`src/rtl/serial_bus_pkg.sv`:
```
// Shared definitions for the serial bus target: default field widths,
// mode and rw encodings on the serial lines, and the target FSM state type.
// No ports; imported by the target top and its interface users.
package serial_bus_pkg;

  localparam int ADDR_W_DEF = 16;
  localparam int DATA_W_DEF = 8;

  // bus_mode encoding
  localparam logic MODE_ADDR = 1'b1;
  localparam logic MODE_DATA = 1'b0;

  // bus_init_rw / bus_target_rw encoding
  localparam logic RW_WRITE = 1'b1;
  localparam logic RW_READ  = 1'b0;

  typedef enum logic [2:0] {
    ST_IDLE,
    ST_ADDR,
    ST_SEL,
    ST_WDATA,
    ST_WRITE,
    ST_RWAIT,
    ST_RDATA
  } tgt_state_t;

endpackage

```
`src/rtl/serial_mem_target_if.sv`:
```
// Serial bus bundle between the initiator side (plus address decoder) and
// one target. master: initiator/decoder drives serial in, mode, rw, ready,
// decoder_valid. slave: target drives serial out and its status strobes.
interface serial_mem_target_if;

  logic bus_data_in;
  logic bus_data_in_valid;
  logic bus_mode;
  logic bus_init_rw;
  logic bus_init_ready;
  logic decoder_valid;
  logic bus_data_out;
  logic bus_data_out_valid;
  logic bus_target_ready;
  logic bus_target_rw;
  logic bus_target_ack;
  logic bus_target_err;

  modport master (
    output bus_data_in, bus_data_in_valid, bus_mode, bus_init_rw,
           bus_init_ready, decoder_valid,
    input  bus_data_out, bus_data_out_valid, bus_target_ready,
           bus_target_rw, bus_target_ack, bus_target_err
  );

  modport slave (
    input  bus_data_in, bus_data_in_valid, bus_mode, bus_init_rw,
           bus_init_ready, decoder_valid,
    output bus_data_out, bus_data_out_valid, bus_target_ready,
           bus_target_rw, bus_target_ack, bus_target_err
  );

endinterface

```
`src/rtl/serial_shift_rx.sv`:
```
// LSB-first serial-to-parallel capture: bit counter plus shift register.
// Ports: clk/rst_n, clear (restart count), load (take bit_in this cycle),
// bit_in; data (captured field), done (this load completes WIDTH bits).
module serial_shift_rx #(
  parameter int WIDTH = 8
) (
  input  logic             clk,
  input  logic             rst_n,
  input  logic             clear,
  input  logic             load,
  input  logic             bit_in,
  output logic [WIDTH-1:0] data,
  output logic             done
);

  localparam int CNT_W = $clog2(WIDTH + 1);

  logic [CNT_W-1:0] cnt;
  logic [CNT_W-1:0] cnt_base;

  // clear and load together start a new field with its first bit
  assign cnt_base = clear ? '0 : cnt;
  assign done     = load && (cnt_base == CNT_W'(WIDTH - 1));

  always_ff @(posedge clk or negedge rst_n) begin
    if (!rst_n) begin
      cnt  <= '0;
      data <= '0;
    end else begin
      cnt <= load ? cnt_base + 1'b1 : cnt_base;
      // new bits enter at the top so the first bit ends up in bit 0
      if (load) data <= {bit_in, data[WIDTH-1:1]};
    end
  end

endmodule

```
`src/rtl/serial_mem_target.sv`:
```
// Serial bus target fused with a byte-wide register memory: captures address
// and write data, writes memory or serializes the addressed byte back.
// Ports: clk, rst_n, sbus (slave side). Macro SERIAL_MEM_TARGET_RANGE_CHECK_EN
// enables out-of-range detection (err pulse, dropped write, zero read data).
module serial_mem_target
  import serial_bus_pkg::*;
#(
  parameter int ADDR_W    = ADDR_W_DEF,
  parameter int DATA_W    = DATA_W_DEF,
  parameter int MEM_DEPTH = 256,
  parameter int READ_LAT  = 2,
  parameter int DEC_WAIT  = 4
) (
  input  logic                clk,
  input  logic                rst_n,
  serial_mem_target_if.slave  sbus
);

  localparam int OFF_W  = $clog2(MEM_DEPTH);
  localparam int BIT_W  = $clog2(DATA_W + 1);
  localparam int WAIT_W = $clog2((DEC_WAIT > 1) ? DEC_WAIT : 2);

  tgt_state_t state;

  logic              dout_q, dout_vld_q, ready_q, rw_q, ack_q, err_q;
  logic [WAIT_W-1:0] wait_cnt;
  logic [3:0]        lat_cnt;
  logic [BIT_W-1:0]  bit_cnt;
  logic [DATA_W-1:0] rd_shift;

  logic              addr_load, addr_clear, addr_done;
  logic [ADDR_W-1:0] addr_q;
  logic              data_load, data_clear, data_done;
  logic [DATA_W-1:0] data_q;

  logic [OFF_W-1:0]  offset;
  logic              out_of_range;
  logic [DATA_W-1:0] mem [MEM_DEPTH];
  logic [DATA_W-1:0] mem_rd;
  logic              lat_done, rd_go;

  // Address bits are taken in IDLE (first bit) and ADDR only.
  assign addr_clear = (state == ST_IDLE);
  assign addr_load  = sbus.bus_data_in_valid && (sbus.bus_mode == MODE_ADDR) &&
                      ((state == ST_IDLE) || (state == ST_ADDR));

  assign data_clear = (state != ST_WDATA);
  assign data_load  = (state == ST_WDATA) && sbus.bus_data_in_valid &&
                      (sbus.bus_mode == MODE_DATA);

  serial_shift_rx #(.WIDTH(ADDR_W)) u_addr_rx (
    .clk    (clk),
    .rst_n  (rst_n),
    .clear  (addr_clear),
    .load   (addr_load),
    .bit_in (sbus.bus_data_in),
    .data   (addr_q),
    .done   (addr_done)
  );

  serial_shift_rx #(.WIDTH(DATA_W)) u_data_rx (
    .clk    (clk),
    .rst_n  (rst_n),
    .clear  (data_clear),
    .load   (data_load),
    .bit_in (sbus.bus_data_in),
    .data   (data_q),
    .done   (data_done)
  );

`ifdef SERIAL_MEM_TARGET_RANGE_CHECK_EN
  // Bits above the offset but below the top nibble must be zero; the top
  // nibble belongs to the address decoder.
  localparam logic [ADDR_W-1:0] LOW_MASK = ADDR_W'((64'd1 << OFF_W) - 64'd1);
  localparam logic [ADDR_W-1:0] NIB_MASK = ADDR_W'((64'd1 << (ADDR_W - 4)) - 64'd1);
  localparam logic [ADDR_W-1:0] MID_MASK = NIB_MASK & ~LOW_MASK;

  assign offset       = addr_q[OFF_W-1:0];
  assign out_of_range = ({1'b0, offset} >= (OFF_W + 1)'(MEM_DEPTH)) ||
                        (|(addr_q & MID_MASK));
`else
  assign offset       = OFF_W'(32'(addr_q) % MEM_DEPTH);
  assign out_of_range = 1'b0;
`endif

  assign mem_rd = out_of_range ? '0 : mem[offset];

  // Memory is not reset; writes happen only in the single WRITE cycle, so an
  // interrupted transaction can never commit.
  always_ff @(posedge clk) begin
    if ((state == ST_WRITE) && !out_of_range) mem[offset] <= data_q;
  end

  // Read latency elapsed once READ_LAT wait cycles have been spent in RWAIT.
  assign lat_done = (32'(lat_cnt) + 32'd1 >= 32'(READ_LAT));

  // First read bit launches either straight from SEL (zero latency) or from
  // RWAIT after the latency; both wait for the initiator to be ready.
  assign rd_go = sbus.bus_init_ready &&
                 (((state == ST_SEL) && sbus.decoder_valid && (rw_q == RW_READ) &&
                   (READ_LAT == 0)) ||
                  ((state == ST_RWAIT) && lat_done));

  always_ff @(posedge clk or negedge rst_n) begin
    if (!rst_n) begin
      state      <= ST_IDLE;
      dout_q     <= 1'b0;
      dout_vld_q <= 1'b0;
      ready_q    <= 1'b1;
      rw_q       <= RW_READ;
      ack_q      <= 1'b0;
      err_q      <= 1'b0;
      wait_cnt   <= '0;
      lat_cnt    <= '0;
      bit_cnt    <= '0;
      rd_shift   <= '0;
    end else begin
      ack_q <= 1'b0;
      err_q <= 1'b0;
      if (rd_go) begin
        state      <= ST_RDATA;
        dout_q     <= mem_rd[0];
        dout_vld_q <= 1'b1;
        rd_shift   <= mem_rd >> 1;
        bit_cnt    <= BIT_W'(1);
        err_q      <= out_of_range;
      end else begin
        case (state)
          ST_IDLE: begin
            if (sbus.bus_data_in_valid && (sbus.bus_mode == MODE_ADDR)) begin
              rw_q     <= sbus.bus_init_rw;
              ready_q  <= 1'b0;
              wait_cnt <= '0;
              state    <= addr_done ? ST_SEL : ST_ADDR;
            end
          end
          ST_ADDR: begin
            if (sbus.bus_data_in_valid) begin
              if (sbus.bus_mode != MODE_ADDR) begin
                state   <= ST_IDLE;
                ready_q <= 1'b1;
              end else if (addr_done) begin
                state    <= ST_SEL;
                wait_cnt <= '0;
              end
            end
          end
          ST_SEL: begin
            if (sbus.decoder_valid) begin
              lat_cnt <= '0;
              state   <= (rw_q == RW_WRITE) ? ST_WDATA : ST_RWAIT;
            end else if (32'(wait_cnt) + 32'd1 >= 32'(DEC_WAIT)) begin
              // another target owns this address
              state   <= ST_IDLE;
              ready_q <= 1'b1;
            end else begin
              wait_cnt <= wait_cnt + 1'b1;
            end
          end
          ST_WDATA: begin
            if (sbus.bus_data_in_valid && (sbus.bus_mode == MODE_ADDR)) begin
              state   <= ST_IDLE;
              ready_q <= 1'b1;
            end else if (data_done) begin
              state <= ST_WRITE;
            end
          end
          ST_WRITE: begin
            state   <= ST_IDLE;
            ready_q <= 1'b1;
            if (out_of_range) err_q <= 1'b1;
            else              ack_q <= 1'b1;
          end
          ST_RWAIT: begin
            if (!lat_done) lat_cnt <= lat_cnt + 4'd1;
          end
          ST_RDATA: begin
            if (32'(bit_cnt) >= 32'(DATA_W)) begin
              state      <= ST_IDLE;
              ready_q    <= 1'b1;
              dout_q     <= 1'b0;
              dout_vld_q <= 1'b0;
            end else if (sbus.bus_init_ready) begin
              dout_q     <= rd_shift[0];
              rd_shift   <= rd_shift >> 1;
              bit_cnt    <= bit_cnt + 1'b1;
              dout_vld_q <= 1'b1;
            end else begin
              // initiator stalled: hold position, resume on the next bit
              dout_vld_q <= 1'b0;
            end
          end
          default: begin
            state   <= ST_IDLE;
            ready_q <= 1'b1;
          end
        endcase
      end
    end
  end

  assign sbus.bus_data_out       = dout_q;
  assign sbus.bus_data_out_valid = dout_vld_q;
  assign sbus.bus_target_ready   = ready_q;
  assign sbus.bus_target_rw      = rw_q;
  assign sbus.bus_target_ack     = ack_q;
  assign sbus.bus_target_err     = err_q;

endmodule

```
`src/flat_wrapper.sv`:
```
// flat-port wrapper written by rule: the top's interface ports become plain ports
module serial_mem_target_flat import serial_bus_pkg::*;
#(
  parameter int ADDR_W    = ADDR_W_DEF,
  parameter int DATA_W    = DATA_W_DEF,
  parameter int MEM_DEPTH = 256,
  parameter int READ_LAT  = 2,
  parameter int DEC_WAIT  = 4
)
  (clk, rst_n, sbus_bus_data_in, sbus_bus_data_in_valid, sbus_bus_mode, sbus_bus_init_rw, sbus_bus_init_ready, sbus_decoder_valid, sbus_bus_data_out, sbus_bus_data_out_valid, sbus_bus_target_ready, sbus_bus_target_rw, sbus_bus_target_ack, sbus_bus_target_err);
  serial_mem_target_if sbus_i ();
  input  logic clk;
  input  logic rst_n;
  input wire logic [$bits(sbus_i.bus_data_in)-1:0] sbus_bus_data_in;
  input wire logic [$bits(sbus_i.bus_data_in_valid)-1:0] sbus_bus_data_in_valid;
  input wire logic [$bits(sbus_i.bus_mode)-1:0] sbus_bus_mode;
  input wire logic [$bits(sbus_i.bus_init_rw)-1:0] sbus_bus_init_rw;
  input wire logic [$bits(sbus_i.bus_init_ready)-1:0] sbus_bus_init_ready;
  input wire logic [$bits(sbus_i.decoder_valid)-1:0] sbus_decoder_valid;
  output wire logic [$bits(sbus_i.bus_data_out)-1:0] sbus_bus_data_out;
  output wire logic [$bits(sbus_i.bus_data_out_valid)-1:0] sbus_bus_data_out_valid;
  output wire logic [$bits(sbus_i.bus_target_ready)-1:0] sbus_bus_target_ready;
  output wire logic [$bits(sbus_i.bus_target_rw)-1:0] sbus_bus_target_rw;
  output wire logic [$bits(sbus_i.bus_target_ack)-1:0] sbus_bus_target_ack;
  output wire logic [$bits(sbus_i.bus_target_err)-1:0] sbus_bus_target_err;
  assign sbus_i.bus_data_in = sbus_bus_data_in;
  assign sbus_i.bus_data_in_valid = sbus_bus_data_in_valid;
  assign sbus_i.bus_mode = sbus_bus_mode;
  assign sbus_i.bus_init_rw = sbus_bus_init_rw;
  assign sbus_i.bus_init_ready = sbus_bus_init_ready;
  assign sbus_i.decoder_valid = sbus_decoder_valid;
  assign sbus_bus_data_out = sbus_i.bus_data_out;
  assign sbus_bus_data_out_valid = sbus_i.bus_data_out_valid;
  assign sbus_bus_target_ready = sbus_i.bus_target_ready;
  assign sbus_bus_target_rw = sbus_i.bus_target_rw;
  assign sbus_bus_target_ack = sbus_i.bus_target_ack;
  assign sbus_bus_target_err = sbus_i.bus_target_err;
  serial_mem_target #(.ADDR_W(ADDR_W), .DATA_W(DATA_W), .MEM_DEPTH(MEM_DEPTH), .READ_LAT(READ_LAT), .DEC_WAIT(DEC_WAIT)) u_core (.clk(clk), .rst_n(rst_n), .sbus(sbus_i));
endmodule
```
`config.mk`:
```
export PLATFORM = sky130hd
export DESIGN_NAME = serial_mem_target_flat
export DESIGN_NICKNAME = d
export VERILOG_FILES = /design/src/rtl/serial_bus_pkg.sv /design/src/rtl/serial_mem_target_if.sv /design/src/rtl/serial_shift_rx.sv /design/src/rtl/serial_mem_target.sv /design/src/flat_wrapper.sv
export SDC_FILE = /design/constraint.sdc
export NUM_CORES = 2
export LEC_CHECK = 0
export CAP_MARGIN = 30
export CORE_ASPECT_RATIO = 1.75
export CORE_MARGIN = 5
export CORE_UTILIZATION = 50
export DETAILED_ROUTE_END_ITERATION = 12
export GPL_TIMING_DRIVEN = 0
export PLACE_DENSITY = 0.7
export SYNTH_ARGS = -nofsm -noshare
export SYNTH_HDL_FRONTEND = slang
export SYNTH_SLANG_ARGS = --single-unit
export TNS_END_PERCENT = 100
```
`constraint.sdc`:
```
create_clock -name clk -period 10.9 [get_ports clk]
set_input_delay 1.09 -clock clk [delete_from_list [all_inputs] [get_ports clk]]
set_output_delay 1.09 -clock clk [all_outputs]
set_load 0.02 [all_outputs]
```
==> metrics <==
DP Area 0.0864 mm2; Critical Path End Type flip-flop; vias per inst about 6.9; worst slew pin tran approximately 1.2 ns; final setup fails 0; post-synthesis xor/xnor area fraction 0.0852%; post-CTS setup buffers 0; main combinational cell family by area after synthesis multiplexers; via count between 40k and 50k; VDD IR max 0.153 mV; layout net count roughly 4.2k; CP max FO 10; crit path from u_core.u_addr_rx.data[1]$_DFFE_PN0P_; asr flop ratio synth under 10%; routability congestion estimate approximately 1.1; DRC viols 0; Fillers around 12k; simple-gate portion of the synthesized area between 3 and 4%; htree depth 4; CTS tree yes; worst endpoint required time between 10 and 15 ns; total negative slack 0 ns; CP Launch Type flip-flop; Clock Skews 0.0497 ns; Gate Count Post-Synth ~4.0k; Skew-Pair Late Insertion Delay roughly 0.85 ns; die area around 0.17 mm2; Post-CTS Resized 0; # clock sinks 2106; die width about 320 um; port buffer count 11; Period minus WS final around 6.3 ns; # hold bufs at CTS 0; fraction of layout cells with a size suffix above 1 between 20% and 30%; Yosys reg bits 2106; PwrDens roughly 220 mW/mm2; Post-synth EDFFs approximately 2.0k; cts bufs inserted around 180; final worst path period share between 50% and 60%; Hold Slack 0.339 ns; largest net degree at the start of global routing 97; first-pass GRT wire length 396 mm; Hold Violations, Final 0; I/O Pins 14; Site Rows approximately 200; wire per inst 45.8 um; Arr. time, crit path around 6.7 ns; final std cells w/o fill 6582; yosys warns 0; syn_area_per_cell 20.8 um2; critical path class reg -> reg; FMAX between 0.15 and 0.2 GHz; hpwl dp slightly above 200 mm; total grt overflow 0; commonest register cell after synthesis edfxtp_1; Post-Route WL around 300 mm; initial core utilization 50.1%; Clock Tree Buf Depth 4; Core ar. approximately 0.16 mm2; Hold Path Class in -> async; gr usage total 34.7%; Clk pin slew, worst setup/hold paths roughly 0.070 ns; design area around 0.092 mm2; Leakage roughly 30 nW; area grow syn2layout 12.3%; TritonRoute pass-1 iters 8; Post-Syn Nets slightly below 4k; DRT antenna net count 0; RSZ-0062 raised after global routing no; maxcap violations 0; Slew Viols, Final 0; Post-Place Cells 6232; Detailed Route Iter0 Violations around 7.5k; area share of fa/ha/maj cells after synthesis 0.122%; slew margin rel. between 20% and 30%; vias in the first global route about 44k; multiplexer share of the synthesized area 15.8%; register area share after synthesis about 77%; synth unique cells 74; Post-Syn Area between 0.08 and 0.09 mm2; run status finished, final reports clean; DIE HEIGHT ~550 um; complex-gate fraction of the synthesized area around 2.7%; final core utilization between 50% and 60%; Clock Tree Root clkbuf_16; initial antenna violation count 25; FF-to-FF Start u_core.u_addr_rx.data[1]$_DFFE_PN0P_
## report_power, final
group | internal, mW | total, mW | switching (mW)
Combinational | 1.22 | 4.64 | 3.42
Clock | 3.66 | 6.60 | 2.93
Sequential | 9.31 | 9.50 | 0.192
## critical path: stages (launching register included)
cell	delay [ns]
dfrtp_1	0.32
buf_4	0.18
buf_4	0.31
buf_2	0.69
buf_2	0.80
buf_2	0.63
and3_1	0.32
nand2_1	0.72
clkbuf_2	0.69
buf_16	0.34
nor2_1	0.76
## path summary, 6_finish.rpt
| kind | end | slack (ns) | cells after the start |
|---|---|---|---|
| hold / removal | u_core.sbus.bus_target_ack$_DFF_PN0_ | 0.34 | 1 |
| hold reg to reg | u_core.sbus.bus_target_ready$_DFFE_PN1P_ | 0.47 | 2 |
| max in group asynchronous | u_core.u_data_rx.data[7]$_DFFE_PN0P_ | 9.88 | 1 |
| setup / recovery | u_core.mem[86][6]$_DFFE_PP_ | 4.64 | 10 |
| min in group clk | u_core.sbus.bus_target_ready$_DFFE_PN1P_ | 0.47 | 2 |
| setup reg to reg | u_core.mem[86][6]$_DFFE_PP_ | 4.64 | 10 |
## cell type report
| type | count | area, um2 | area share [%] |
|---|---|---|---|
| clock buffer | 219 | 4810 | 5.20 |
| tap | 2189 | 2740 | 2.97 |
| antenna | 24 | 60.1 | 0.0650 |
| multi-input combinational | 1599 | 17900 | 19.4 |
| sequential | 2106 | 63000 | 68.2 |
| buffer | 241 | 1380 | 1.49 |
| clock inverter | 100 | 1060 | 1.15 |
| timing repair buffer | 89 | 1380 | 1.50 |
| inverter | 15 | 56.3 | 0.0610 |
## registers in the layout, summed over array words and instances (netlist names)
name,count
u_core.bit_cnt,4
u_core.lat_cnt,4
u_core.mem,2048
u_core.rd_shift,7
u_core.sbus.bus_data_out,1
u_core.sbus.bus_data_out_valid,1
u_core.sbus.bus_target_ack,1
u_core.sbus.bus_target_ready,1
u_core.sbus.bus_target_rw,1
u_core.state,3
u_core.u_addr_rx.cnt,5
u_core.u_addr_rx.data,16
u_core.u_data_rx.cnt,4
u_core.u_data_rx.data,8
u_core.wait_cnt,2
## cell families after synthesis
kind of cell | after synthesis
compound gates | 321
xor+xnor | 8
fa+ha+maj | 8
buf+inv | 256
flops | 2106
mux | 687
other cells | 1
simple gates | 574
## synthesized netlist by cell type, types with 8 or more instances
master | n | area share, %
edfxtp_1 | 2048 | 75
mux4_2 | 467 | 13
nor2_1 | 310 | 1.4
mux2i_1 | 164 | 2.0
nand2_1 | 121 | 0.55
clkbuf_1 | 95 | 0.43
o22ai_1 | 75 | 0.57
buf_2 | 70 | 0.43
a22oi_1 | 61 | 0.56
dfrtp_1 | 57 | 1.7
mux2_2 | 43 | 0.59
a21oi_1 | 41 | 0.25
buf_4 | 34 | 0.31
nand3_1 | 33 | 0.20
o21ai_0 | 31 | 0.19
buf_6 | 21 | 0.29
nor4_1 | 19 | 0.14
o2111ai_1 | 18 | 0.19
nor2b_1 | 17 | 0.13
nor3_1 | 17 | 0.10
buf_1 | 16 | 0.073
a211oi_1 | 14 | 0.13
inv_1 | 13 | 0.059
mux4_1 | 13 | 0.42
o211ai_1 | 13 | 0.12
a31oi_1 | 11 | 0.084
a311oi_1 | 10 | 0.11
and2_1 | 10 | 0.076
nand4_1 | 9 | 0.068
ha_1 | 8 | 0.12
nand2b_1 | 8 | 0.061
## stage by stage
step | total power [mW] | setup WS (ns)
detailed placement | 14.1 | 4.95
global placement | 14.1 | 2.96
global route | 20.9 | 4.90
finish | 20.7 | 4.64
CTS | 20.5 | 4.96
floorplan | 11.7 | 6.90
## layer usage
metal / routed length, um / GRT usage (%) / up-vias
met4: 38700 / 33.6 / 2
met2: 140000 / 53.5 / 3858
met5: 20 / 0 / -
li1: - / - / 17000
met3: 33800 / 10.1 / 1221
met1: 88800 / 37.9 / 23600
## cells in the final DEF (no fill, tap or decap), types with 10 or more instances in the layout
master / n
o211ai_1: 13
diode_2: 24
clkinv_2: 27
a22oi_1: 61
mux2_2: 43
clkinv_1: 36
mux4_1: 13
nand2_1: 121
buf_2: 81
buf_4: 50
buf_16: 22
and2_1: 10
o22ai_1: 75
clkdlybuf4s50_1: 10
nor2_1: 310
a211oi_1: 14
dfrtp_1: 49
o2111ai_1: 18
clkbuf_2: 24
nor4_1: 19
clkbuf_16: 184
nand3_1: 33
o21ai_0: 31
buf_6: 31
a311oi_1: 10
clkbuf_1: 101
mux4_2: 467
nor3_1: 16
nor2b_1: 16
bufinv_16: 22
mux2i_1: 164
edfxtp_1: 2048
a21oi_1: 41
buf_8: 23
a31oi_1: 11
inv_1: 13
Power figures use the tool's default switching activity.
